<file path="config.mk">
export PLATFORM = sky130hd
export DESIGN_NAME = photonic_receiver
export DESIGN_NICKNAME = d
export VERILOG_FILES = /design/src/rtl/photonic_receiver.sv
export SDC_FILE = /design/constraint.sdc
export NUM_CORES = 1
export LEC_CHECK = 0
export CORE_MARGIN = 4
export CORE_UTILIZATION = 50
export CTS_BUF_LIST = sky130_fd_sc_hd__clkbuf_8
export CTS_CLUSTER_DIAMETER = 40
export CTS_CLUSTER_SIZE = 14
export DETAILED_ROUTE_END_ITERATION = 6
export DONT_BUFFER_PORTS = 1
export SETUP_SLACK_MARGIN = 0.2
export SLEW_MARGIN = 25
export SYNTH_ARGS = -nofsm -noshare
export SYNTH_HDL_FRONTEND = slang
export SYNTH_SLANG_ARGS = --single-unit
</file>
<file path="constraint.sdc">
create_clock -name clk -period 2.95 [get_ports clk]
set_input_delay 0.295 -clock clk [delete_from_list [all_inputs] [get_ports clk]]
set_output_delay 0.295 -clock clk [all_outputs]
set_load 0.01 [all_outputs]
</file>
<file path="src/rtl/photonic_receiver.sv">
// Receive endpoint of the photonic link: captures the link word, keeps only packets
// addressed to my_id, and queues (data, src_id) in a first-word-fall-through FIFO.
module photonic_receiver #(
  parameter int ID_WIDTH   = 2,
  parameter int DATA_WIDTH = 2,
  parameter int DEPTH      = 4
) (
  input  logic                            clk,
  input  logic                            rst_n,
  input  logic [ID_WIDTH-1:0]             my_id,
  input  logic [2*ID_WIDTH+DATA_WIDTH-1:0] rx_in,
  input  logic                            rx_valid,
  input  logic                            rd_en,
  output logic [DATA_WIDTH-1:0]           rd_data,
  output logic [ID_WIDTH-1:0]             rd_src,
  output logic                            empty,
  output logic                            full,
  output logic [$clog2(DEPTH):0]          count,
  output logic                            rx_hit,
  output logic [7:0]                      drop_cnt
);

  localparam int PTR_W   = $clog2(DEPTH);
  localparam int CNT_W   = PTR_W + 1;
  localparam int ENTRY_W = DATA_WIDTH + ID_WIDTH;
  localparam int WORD_W  = 2*ID_WIDTH + DATA_WIDTH;

  logic [WORD_W-1:0]  cap_word_reg;
  logic               cap_valid_reg;
  logic [ENTRY_W-1:0] mem_reg [DEPTH];
  logic [PTR_W-1:0]   wr_ptr_reg;
  logic [PTR_W-1:0]   rd_ptr_reg;
  logic [CNT_W-1:0]   count_reg;
  logic [CNT_W-1:0]   count_next;
  logic               empty_reg;
  logic               full_reg;
  logic               rx_hit_reg;
  logic [7:0]         drop_cnt_reg;
  logic               match;
  logic               do_wr;
  logic               do_rd;
  logic               do_drop;
  logic [ENTRY_W-1:0] head;

  always_ff @(posedge clk) begin
    if (!rst_n) begin
      cap_word_reg  <= '0;
      cap_valid_reg <= 1'b0;
    end else begin
      cap_word_reg  <= rx_in;
      cap_valid_reg <= rx_valid;
    end
  end

  // A full FIFO still accepts a write when the same edge pops, reusing the freed slot.
  always_comb begin
    match      = cap_valid_reg && (cap_word_reg[WORD_W-1 -: ID_WIDTH] == my_id);
    do_rd      = rd_en && !empty_reg;
    do_wr      = match && (!full_reg || rd_en);
    do_drop    = match && full_reg && !rd_en;
    count_next = count_reg + CNT_W'(do_wr) - CNT_W'(do_rd);
  end

  generate
    for (genvar gi = 0; gi < DEPTH; gi++) begin : g_entry
      always_ff @(posedge clk) begin
        if (!rst_n) begin
          mem_reg[gi] <= '0;
        end else if (do_wr && (wr_ptr_reg == PTR_W'(gi))) begin
          mem_reg[gi] <= cap_word_reg[ENTRY_W-1:0];
        end
      end
    end
  endgenerate

  always_ff @(posedge clk) begin
    if (!rst_n) begin
      wr_ptr_reg   <= '0;
      rd_ptr_reg   <= '0;
      count_reg    <= '0;
      empty_reg    <= 1'b1;
      full_reg     <= 1'b0;
      rx_hit_reg   <= 1'b0;
      drop_cnt_reg <= '0;
    end else begin
      if (do_wr) wr_ptr_reg <= wr_ptr_reg + PTR_W'(1);
      if (do_rd) rd_ptr_reg <= rd_ptr_reg + PTR_W'(1);
      count_reg  <= count_next;
      empty_reg  <= (count_next == '0);
      full_reg   <= (count_next == CNT_W'(DEPTH));
      rx_hit_reg <= do_wr;
      if (do_drop && (drop_cnt_reg != 8'hFF)) drop_cnt_reg <= drop_cnt_reg + 8'd1;
    end
  end

  assign head     = mem_reg[rd_ptr_reg];
  assign rd_data  = head[ENTRY_W-1:ID_WIDTH];
  assign rd_src   = head[ID_WIDTH-1:0];
  assign empty    = empty_reg;
  assign full     = full_reg;
  assign count    = count_reg;
  assign rx_hit   = rx_hit_reg;
  assign drop_cnt = drop_cnt_reg;

endmodule

</file>
==> key figures, run 1 <==
Clock network
  – TritonCTS clock tree: built
  – CTS clock-pin slew for the worst setup and hold paths: 0.07 ns
  – Clock latency on the worst-skew pair: 0.29 ns
  – Clk buf depth: 2
  – CTS Hold Buffers Added: 0
  – Post-CTS Setup Repair Bufs: 0
  – TritonCTS sink count: 43
  – CTS Buf Count: 5
  – Post-CTS resize count: 0
  – H-tree depth: 2
  – Clock root buffer: clkbuf_8

Placed design
  – Post-detail-place hpwl: 2.35 mm
  – PortBufs: 0
  – Placed insts: 210
  – RD Place Congestion: 0.746
  – Placed Instance Area: 0.00186 mm^2

Worst setup path
  – Setup crit end kind: flop
  – Critical Path Source Type: flop
  – Crit Path Category: reg -> reg
  – CP Max Fanout: 5
  – Data arrival, critical path: 2.56 ns
  – CP required: 3.18 ns

Routing
  – Drt via density: 5.34
  – TritonRoute pass-1 iters: 4
  – WL final: 3.25 mm
  – Routed via count: 1164
  – DR WL/cell: 14.9 um
  – Drt first-iter violations: 72
  – Antenna viol nets, final: 0
  – DRC: 0

Timing
  – Max Clock Skew: 0.00370 ns
  – Slew Limit Fails: 0
  – Crit path time final: 2.33 ns
  – Worst-Margin Slew: 0.615 ns
  – Final period util: 79.1%
  – Setup TNS: 0 ns
  – Achievable Freq: 429 MHz
  – Endpoints failing hold: 0
  – RSZ-0062 raised after global routing: no
  – # setup viols final: 0
  – Slew headroom: 58.6%

Layout
  – Area occupied by registers: 0.00102 mm^2
  – ANT cells: 0
  – Final cell count without fillers: 218
  – FILL cells: 318
  – Max reg flops: 16
  – Final #Nets: 191
  – Commonest non-fill, non-tap cell in the layout: dfxtp_1
  – Area Growth Syn to Fin: 6.80%
  – Area occupied by multi-input gates: 752 um^2
  – Layout cell share with drive strength beyond 1: 7.56%
  – Design Area, Final: 0.00194 mm^2
  – Most frequent cells in the layout: 27 x dfxtp_1, 25 x nor2_1, 23 x nand2_1

Floorplan
  – # rows: 21
  – Starting Density: 53.3%
  – Core area: 0.00342 mm^2
  – Die Span Y: 68.3 um
  – DIE AREA: 0.00467 mm^2
  – Die width: 68.3 um
  – Io pins: 30

Yosys
  – Mapped Area: 0.00182 mm^2
  – Yosys reg bits: 43
  – Synth cell types: 33
  – Mapped Nets: 188
  – Syn_area_per_cell: 10.8 um^2
  – Cells after Synth: 168
  – Post-synthesis sequential area ratio: 56.1%
  – Synth warn: 0

Job
  – Maxcap violations: 0

Pwr
  – Static leakage: 0.000711 uW
  – PD cells: 635 mW/mm^2
  – Worst vdd ir: 0.317 mV

GRT
  – Total GRT Usage: 15.6%
  – Initial antenna violation count: 0
  – Largest net degree at the start of global routing: 27
  – Number of global-route vias before repair: 1087
  – First-pass GRT wire length: 5.24 mm
  – Grt ovf: 0

Status
  – Status: completed

Min path
  – Hold crit path type: in -> reg
## power by group
group          internal, uW  switching [uW]  leakage, uW  total, uW
Sequential              665            51.3     0.000386        716
Clock                   158             181    0.0000444        339
Combinational          87.2            91.3     0.000280        179
Total                   910             324     0.000711       1230
## area by class of cell
cell class / instances / share of cell area (%)
flip-flops and latches: 43 / 52.5
multi-input cells: 113 / 38.7
clock buffers: 5 / 3.54
well taps: 46 / 2.96
inverters: 7 / 1.35
clock inverters: 3 / 0.579
repair buffers: 1 / 0.386
## stage by stage
| step | power [uW] | util (%) | setup WS, ns | hold slack [ns] |
|---|---|---|---|---|
| floorplan | 874 | - | 0.458 | 0.422 |
| global placement | 903 | 54.6 | 0.745 | 0.379 |
| detailed placement | 912 | 54.6 | 0.653 | 0.390 |
| CTS | 1250 | 56.9 | 0.610 | 0.0842 |
| global route | 1320 | 56.9 | 0.366 | 0.104 |
| finish | 1230 | 56.9 | 0.616 | 0.0930 |
## metal layers
layer	part of all wire, %	global-route usage, %	wire length (um)	vias up
met4	0.83	8.93	27	0
met3	7.4	5.09	242	4
met2	44	20.9	1430	45
li1	-	-	-	578
met1	48	21.8	1560	537
met5	0	0	0	-
## Yosys cell counts, drive strengths merged
cell type	count	area [um^2]
a21oi	4	20.0
a311oi	1	8.76
a31oi	2	12.5
and2	9	57.6
and4	1	8.76
and4b	1	10.0
buf	2	16.3
clkbuf	3	11.3
dfxtp	27	541
edfxtp	16	480
fa	1	20.0
ha	7	87.6
inv	7	26.3
mux2i	4	40.0
mux4	4	90.1
nand2	23	86.3
nand2b	3	18.8
nand3	4	20.0
nand3b	1	7.51
nand4	1	6.26
nor2	25	93.8
nor2b	3	18.8
nor3	4	20.0
nor4	2	12.5
nor4b	1	8.76
o21ai	2	10.0
o31ai	1	7.51
or3	1	11.3
or4	1	7.51
xnor2	4	35.0
xor2	3	26.3
## kinds of logic (layout without fill, tap and decap cells)
kind of cell | count (synthesis) | count (layout) | share of synthesized area (%)
XOR/XNOR | 7 | 7 | 3.37
flip-flops | 43 | 43 | 56.1
AND/OR/NAND/NOR | 80 | 80 | 21.3
buffers and inverters | 12 | 16 | 2.96
AO/OA/AOI/OAI | 10 | 10 | 3.23
adder cells (fa/ha/maj) | 8 | 8 | 5.91
multiplexers | 8 | 8 | 7.15
## path summary, 6_finish.rpt
path	from	endpoint	slack (ns)	cells after the start
setup / recovery	cap_word_reg[5]$_SDFF_PN0_	full$_SDFF_PN0_	0.62	11
hold / removal	rst_n	empty$_SDFF_PN1_	0.09	1
setup reg to reg	cap_word_reg[5]$_SDFF_PN0_	full$_SDFF_PN0_	0.62	11
hold reg to reg	rd_ptr_reg[1]$_SDFFE_PN0P_	rd_ptr_reg[1]$_SDFFE_PN0P_	0.53	2
## worst max-delay path, cell delays in order (launching register included)
cell	delay, ns
dfxtp_1	0.31
xor2_1	0.19
nor4b_2	0.34
inv_1	0.10
ha_1	0.30
inv_1	0.06
ha_1	0.13
inv_1	0.05
fa_1	0.37
xnor2_1	0.20
nand2_1	0.10
nor2_1	0.11
Power figures use the tool's default switching activity.
==> inputs of run 2 (changes only) <==
Settings changed: PLACE_DENSITY set to 0.68.
Clock period 2.95 ns to 1.99 ns, I/O delays scaled along.
==> key figures, run 2 (synthesis gave the netlist of run 1 again) <==
Timing
  – WHS: 0.0295 ns
  – Final period util: 106%
  – Crit path time final: 2.11 ns
  – # setup viols final: 4
  – Max Clock Skew: 0.00568 ns
  – Slew headroom: 71.5%
  – Final WS setup: -0.117 ns
  – Slew Limit Fails: 0
  – Worst-Margin Slew: 0.424 ns
  – Endpoints failing hold: 0
  – RSZ-0062 raised after global routing: yes
  – Achievable Freq: 475 MHz

Layout
  – Max reg flops: 16
  – Layout cell share with drive strength beyond 1: 20.6%
  – Final #Nets: 199
  – FILL cells: 290
  – Area Growth Syn to Fin: 16.6%
  – ANT cells: 0
  – Area occupied by registers: 0.00102 mm^2
  – Most frequent cells in the layout: 25 x nor2_1, 25 x dfxtp_1, 23 x nand2_1
  – Area occupied by multi-input gates: 831 um^2

Routing
  – Drt first-iter violations: 49
  – DRC: 0
  – WL final: 3.38 mm
  – Antenna viol nets, final: 0
  – Drt via density: 5.32
  – DR WL/cell: 15.0 um
  – Routed via count: 1202
  – TritonRoute pass-1 iters: 4

Worst setup path
  – CP required: 2.22 ns
  – Setup crit end kind: flop
  – Crit-path cells: xor2_2 > nor4b_4 > inv_2 > ha_4 > inv_4 > ha_4 > inv_2 > fa_2 > nand2b_1 > o21ai_1
  – Worst path slowest cell: fa_2
  – Crit Path Category: reg -> reg
  – Cells on worst reg2reg path: 10
  – CP Max Fanout: 2
  – Critical Path Source Type: flop
  – Data arrival, critical path: 2.33 ns
  – Levels on crit path: 10
  – Max stage delay on crit path: 0.54 ns
  – CP bufs+invs: 3
  – Crit path max-delay family: adder cells

Placed design
  – PortBufs: 0
  – Setup WS pre-CTS: -0.192 ns
  – Post-detail-place hpwl: 2.47 mm
  – RD Place Congestion: 0.804

Floorplan
  – DIE AREA: 0.00467 mm^2
  – Core area: 0.00342 mm^2
  – Starting Density: 53.3%
  – Die Span Y: 68.3 um
  – Io pins: 30
  – Die width: 68.3 um
  – # rows: 21

Clock network
  – TritonCTS sink count: 43
  – CTS clock-pin slew for the worst setup and hold paths: 0.08 ns
  – Clock latency on the worst-skew pair: 0.28 ns
  – Clk buf depth: 2
  – H-tree depth: 2
  – CTS Buf Count: 5
  – TritonCTS clock tree: built
  – Clock root buffer: clkbuf_8

GRT
  – Number of global-route vias before repair: 1158
  – First-pass GRT wire length: 5.40 mm
  – Initial antenna violation count: 0
  – Grt ovf: 0
  – Largest net degree at the start of global routing: 27
  – Total GRT Usage: 15.9%

Status
  – Status: finished with violations
  – Failing checks: setup timing

Pwr
  – Static leakage: 0.000772 uW
  – Worst vdd ir: 0.519 mV
  – PD cells: 982 mW/mm^2

Job
  – Maxcap violations: 0

Min path
  – Hold crit path type: in -> reg
  – Worst hold path cell count: 2
==> run 2: timing repair <==
item,in CTS,in global routing
endpoints found under the hold margin,1,0
setup buffers,1,2
pin swaps,7,8
cloned,0,0
endpoints found under the setup margin,4,8
gates resized for setup,1,9
hold buffers,1,0
==> run 2: routing by layer <==
layer	GRT usage, %	routed length (um)	vias up
met3	5.58	196	2
met4	5.96	21	0
met1	20.6	1490	580
met5	0	0	-
met2	24.4	1670	28
li1	-	-	592
==> run 2: area by class of cell <==
cell class / count / share of cell area (%)
Inverter: 7 / 1.36
Sequential cell: 43 / 48.2
Multi-Input combinational cell: 113 / 39.2
Timing Repair Buffer: 9 / 3.48
Tap cell: 46 / 2.71
Clock buffer: 5 / 3.24
Clock inverter: 3 / 1.83
==> run 2: power by group <==
part	total (uW)	switching, uW	internal, uW
Combinational	371	172	199
Sequential	1070	78.8	987
Clock	647	280	367
==> run 2: through the flow <==
step                      util (%)  cells  setup TNS [ns]  area (um^2)  total power (uW)
after global placement        56.6    214          -0.220         1930              1390
after CTS                     60.3    224          -0.411         2060              2060
after floorplan                  -    168          -0.863         1870              1330
after global routing          62.1    226          -0.669         2120              2190
after detailed placement      56.6    214          -0.495         1930              1410
final                         62.1    226          -0.300         2120              2080
==> run 2: final timing paths <==
| path | start | endpoint | slack, ns |
|---|---|---|---|
| setup / recovery | cap_word_reg[4]$_SDFF_PN0_ | empty$_SDFF_PN1_ | -0.12 |
| hold / removal | rst_n | count[2]$_SDFF_PN0_ | 0.03 |
| setup reg to reg | cap_word_reg[4]$_SDFF_PN0_ | empty$_SDFF_PN1_ | -0.12 |
| hold reg to reg | rd_ptr_reg[1]$_SDFFE_PN0P_ | rd_ptr_reg[1]$_SDFFE_PN0P_ | 0.54 |
==> run 2: worst register-to-register path: cells and delay by family, from the launching register on <==
family	cells	cell delay, ns
AO/OA/AOI/OAI	1	0.12
XOR/XNOR	1	0.16
adder cells (fa/ha/maj)	3	0.90
buffers and inverters	3	0.17
flip-flops	1	0.33
AND/OR/NAND/NOR	2	0.37
==> inputs of run 3 (changes only) <==
Clock period 1.99 ns to 1.8 ns, I/O delays scaled along.
==> key figures, run 3 (synthesis gave the netlist of run 1 again) <==
Floorplan
  – # rows: 21
  – Io pins: 30
  – Starting Density: 53.3%
  – Die width: 68.3 um
  – Die Span Y: 68.3 um
  – DIE AREA: 0.00467 mm^2
  – Core area: 0.00342 mm^2

Layout
  – Max reg flops: 16
  – Area occupied by registers: 0.00102 mm^2
  – Area occupied by multi-input gates: 966 um^2
  – Area Growth Syn to Fin: 29.7%
  – Most frequent cells in the layout: 24 x nor2_1, 24 x dfxtp_1, 16 x edfxtp_1
  – Final #Nets: 211
  – FILL cells: 234
  – ANT cells: 0
  – Layout cell share with drive strength beyond 1: 34.9%

Pwr
  – Int Pwr: 1630 uW
  – Clock share of power: 25.1%
  – Sw Ratio: 27.8%
  – Worst vdd ir: 0.552 mV
  – Sw Pwr: 627 uW
  – Static leakage: 0.000901 uW
  – Gate power share: 22.8%
  – Flop pwr share: 52.1%
  – PD cells: 955 mW/mm^2

GRT
  – Number of global-route vias before repair: 1229
  – Total GRT Usage: 17.0%
  – Grt ovf: 0
  – Largest net degree at the start of global routing: 27
  – First-pass GRT wire length: 5.76 mm
  – Initial antenna violation count: 0

Timing
  – Worst-Margin Slew: 0.428 ns
  – Slew headroom: 71.5%
  – WHS: -0.00188 ns
  – RSZ-0062 raised after global routing: yes
  – Setup TNS: -1.23 ns
  – Max Clock Skew: 0.00599 ns
  – Endpoints failing hold: 1
  – Crit path time final: 2.15 ns
  – Final WS setup: -0.347 ns
  – Slew Limit Fails: 0
  – # setup viols final: 4
  – Final period util: 119%
  – Achievable Freq: 466 MHz

Routing
  – Drt first-iter violations: 73
  – WL final: 4.02 mm
  – TritonRoute pass-1 iters: 5
  – DRC: 0
  – Routed via count: 1258
  – Drt via density: 5.29
  – Antenna viol nets, final: 0
  – DR WL/cell: 16.9 um

Worst setup path
  – Data arrival, critical path: 2.33 ns
  – CP Max Fanout: 2
  – Crit Path Category: reg -> reg
  – CP required: 1.98 ns
  – Critical Path Source Type: flop
  – Setup crit end kind: flop

Clock network
  – CTS clock-pin slew for the worst setup and hold paths: 0.08 ns
  – H-tree depth: 2
  – Clk buf depth: 2
  – TritonCTS clock tree: built
  – Clock root buffer: clkbuf_8
  – TritonCTS sink count: 43
  – Clock latency on the worst-skew pair: 0.29 ns
  – CTS Buf Count: 5

Placed design
  – Setup WS pre-CTS: -0.353 ns
  – PortBufs: 0
  – Post-detail-place hpwl: 2.50 mm
  – RD Place Congestion: 0.803

Status
  – Failing checks: hold timing, setup timing
  – Status: finished with violations

Min path
  – Hold crit path type: in -> reg

Job
  – Maxcap violations: 0
-- run 3: changes by cell type in the layout (fill, tap and decap cells not counted), moves of 3 or more --
cell / previous run / this run
nand2_1: 23 / 12
nand2_4: 0 / 8
buf_4: 7 / 13
buf_6: 1 / 5
nand2_2: 0 / 3
-- run 3: per-layer routing --
metal,vias to the layer above,track usage [%],part of all wire (%),routed length (um)
met5,-,0,0,0
met1,596,22.6,43,1710
met4,0,5.21,1.4,55
met3,7,5.58,5.2,209
met2,36,26.5,51,2040
li1,619,-,-,-
-- run 3: path summary, 6_finish.rpt --
check	startpoint	end	cells after the start	slack, ns
worst max-delay path	cap_word_reg[4]$_SDFF_PN0_	empty$_SDFF_PN1_	10	-0.35
worst min-delay path	rst_n	drop_cnt[3]$_SDFFE_PN0P_	2	-0.002
worst max register to register	cap_word_reg[4]$_SDFF_PN0_	empty$_SDFF_PN1_	10	-0.35
worst min register to register	rd_ptr_reg[1]$_SDFFE_PN0P_	rd_ptr_reg[1]$_SDFFE_PN0P_	2	0.55
-- run 3: cell type report --
type / instances / area share [%]
inverter: 7 / 1.22
multi-input combinational: 113 / 40.9
tap: 46 / 2.44
clock inverter: 3 / 0.477
timing repair buffer: 21 / 8.64
sequential: 43 / 43.4
clock buffer: 5 / 2.91
-- run 3: repair_timing --
item,in CTS,in global routing
setup buffers,4,7
hold buffers,1,0
endpoints found under the hold margin,1,0
pin swaps,12,20
endpoints found under the setup margin,15,39
gates cloned,0,1
resized for setup,14,34
-- run 3: through the flow --
step	cells	cell area, um^2	total power [uW]	utilization [%]
final	238	2360	2260	69.1
after global routing	238	2360	2360	69.1
after CTS	230	2140	2170	62.7
after detailed placement	217	1950	1570	57.2
after global placement	217	1950	1550	57.2
after floorplan	168	1870	1470	-
-- run 3: critical path: stages (launching register included) --
cell and delay (ns):
dfxtp_2 0.34, xor2_2 0.16, nor4b_4 0.30, inv_2 0.09
ha_4 0.28, inv_4 0.03, ha_4 0.14, inv_2 0.06
fa_2 0.45, nand2b_1 0.12, o21ai_1 0.08
-- run 3: power groups by stage --
stage	sequential (uW)	combinational, uW	clock [uW]
6_report	1170	514	567
5_1_grt	1190	567	607
4_1_cts	1170	434	566
3_5_place_dp	1200	374	0
3_3_place_gp	1190	354	0
2_1_floorplan	1190	280	0
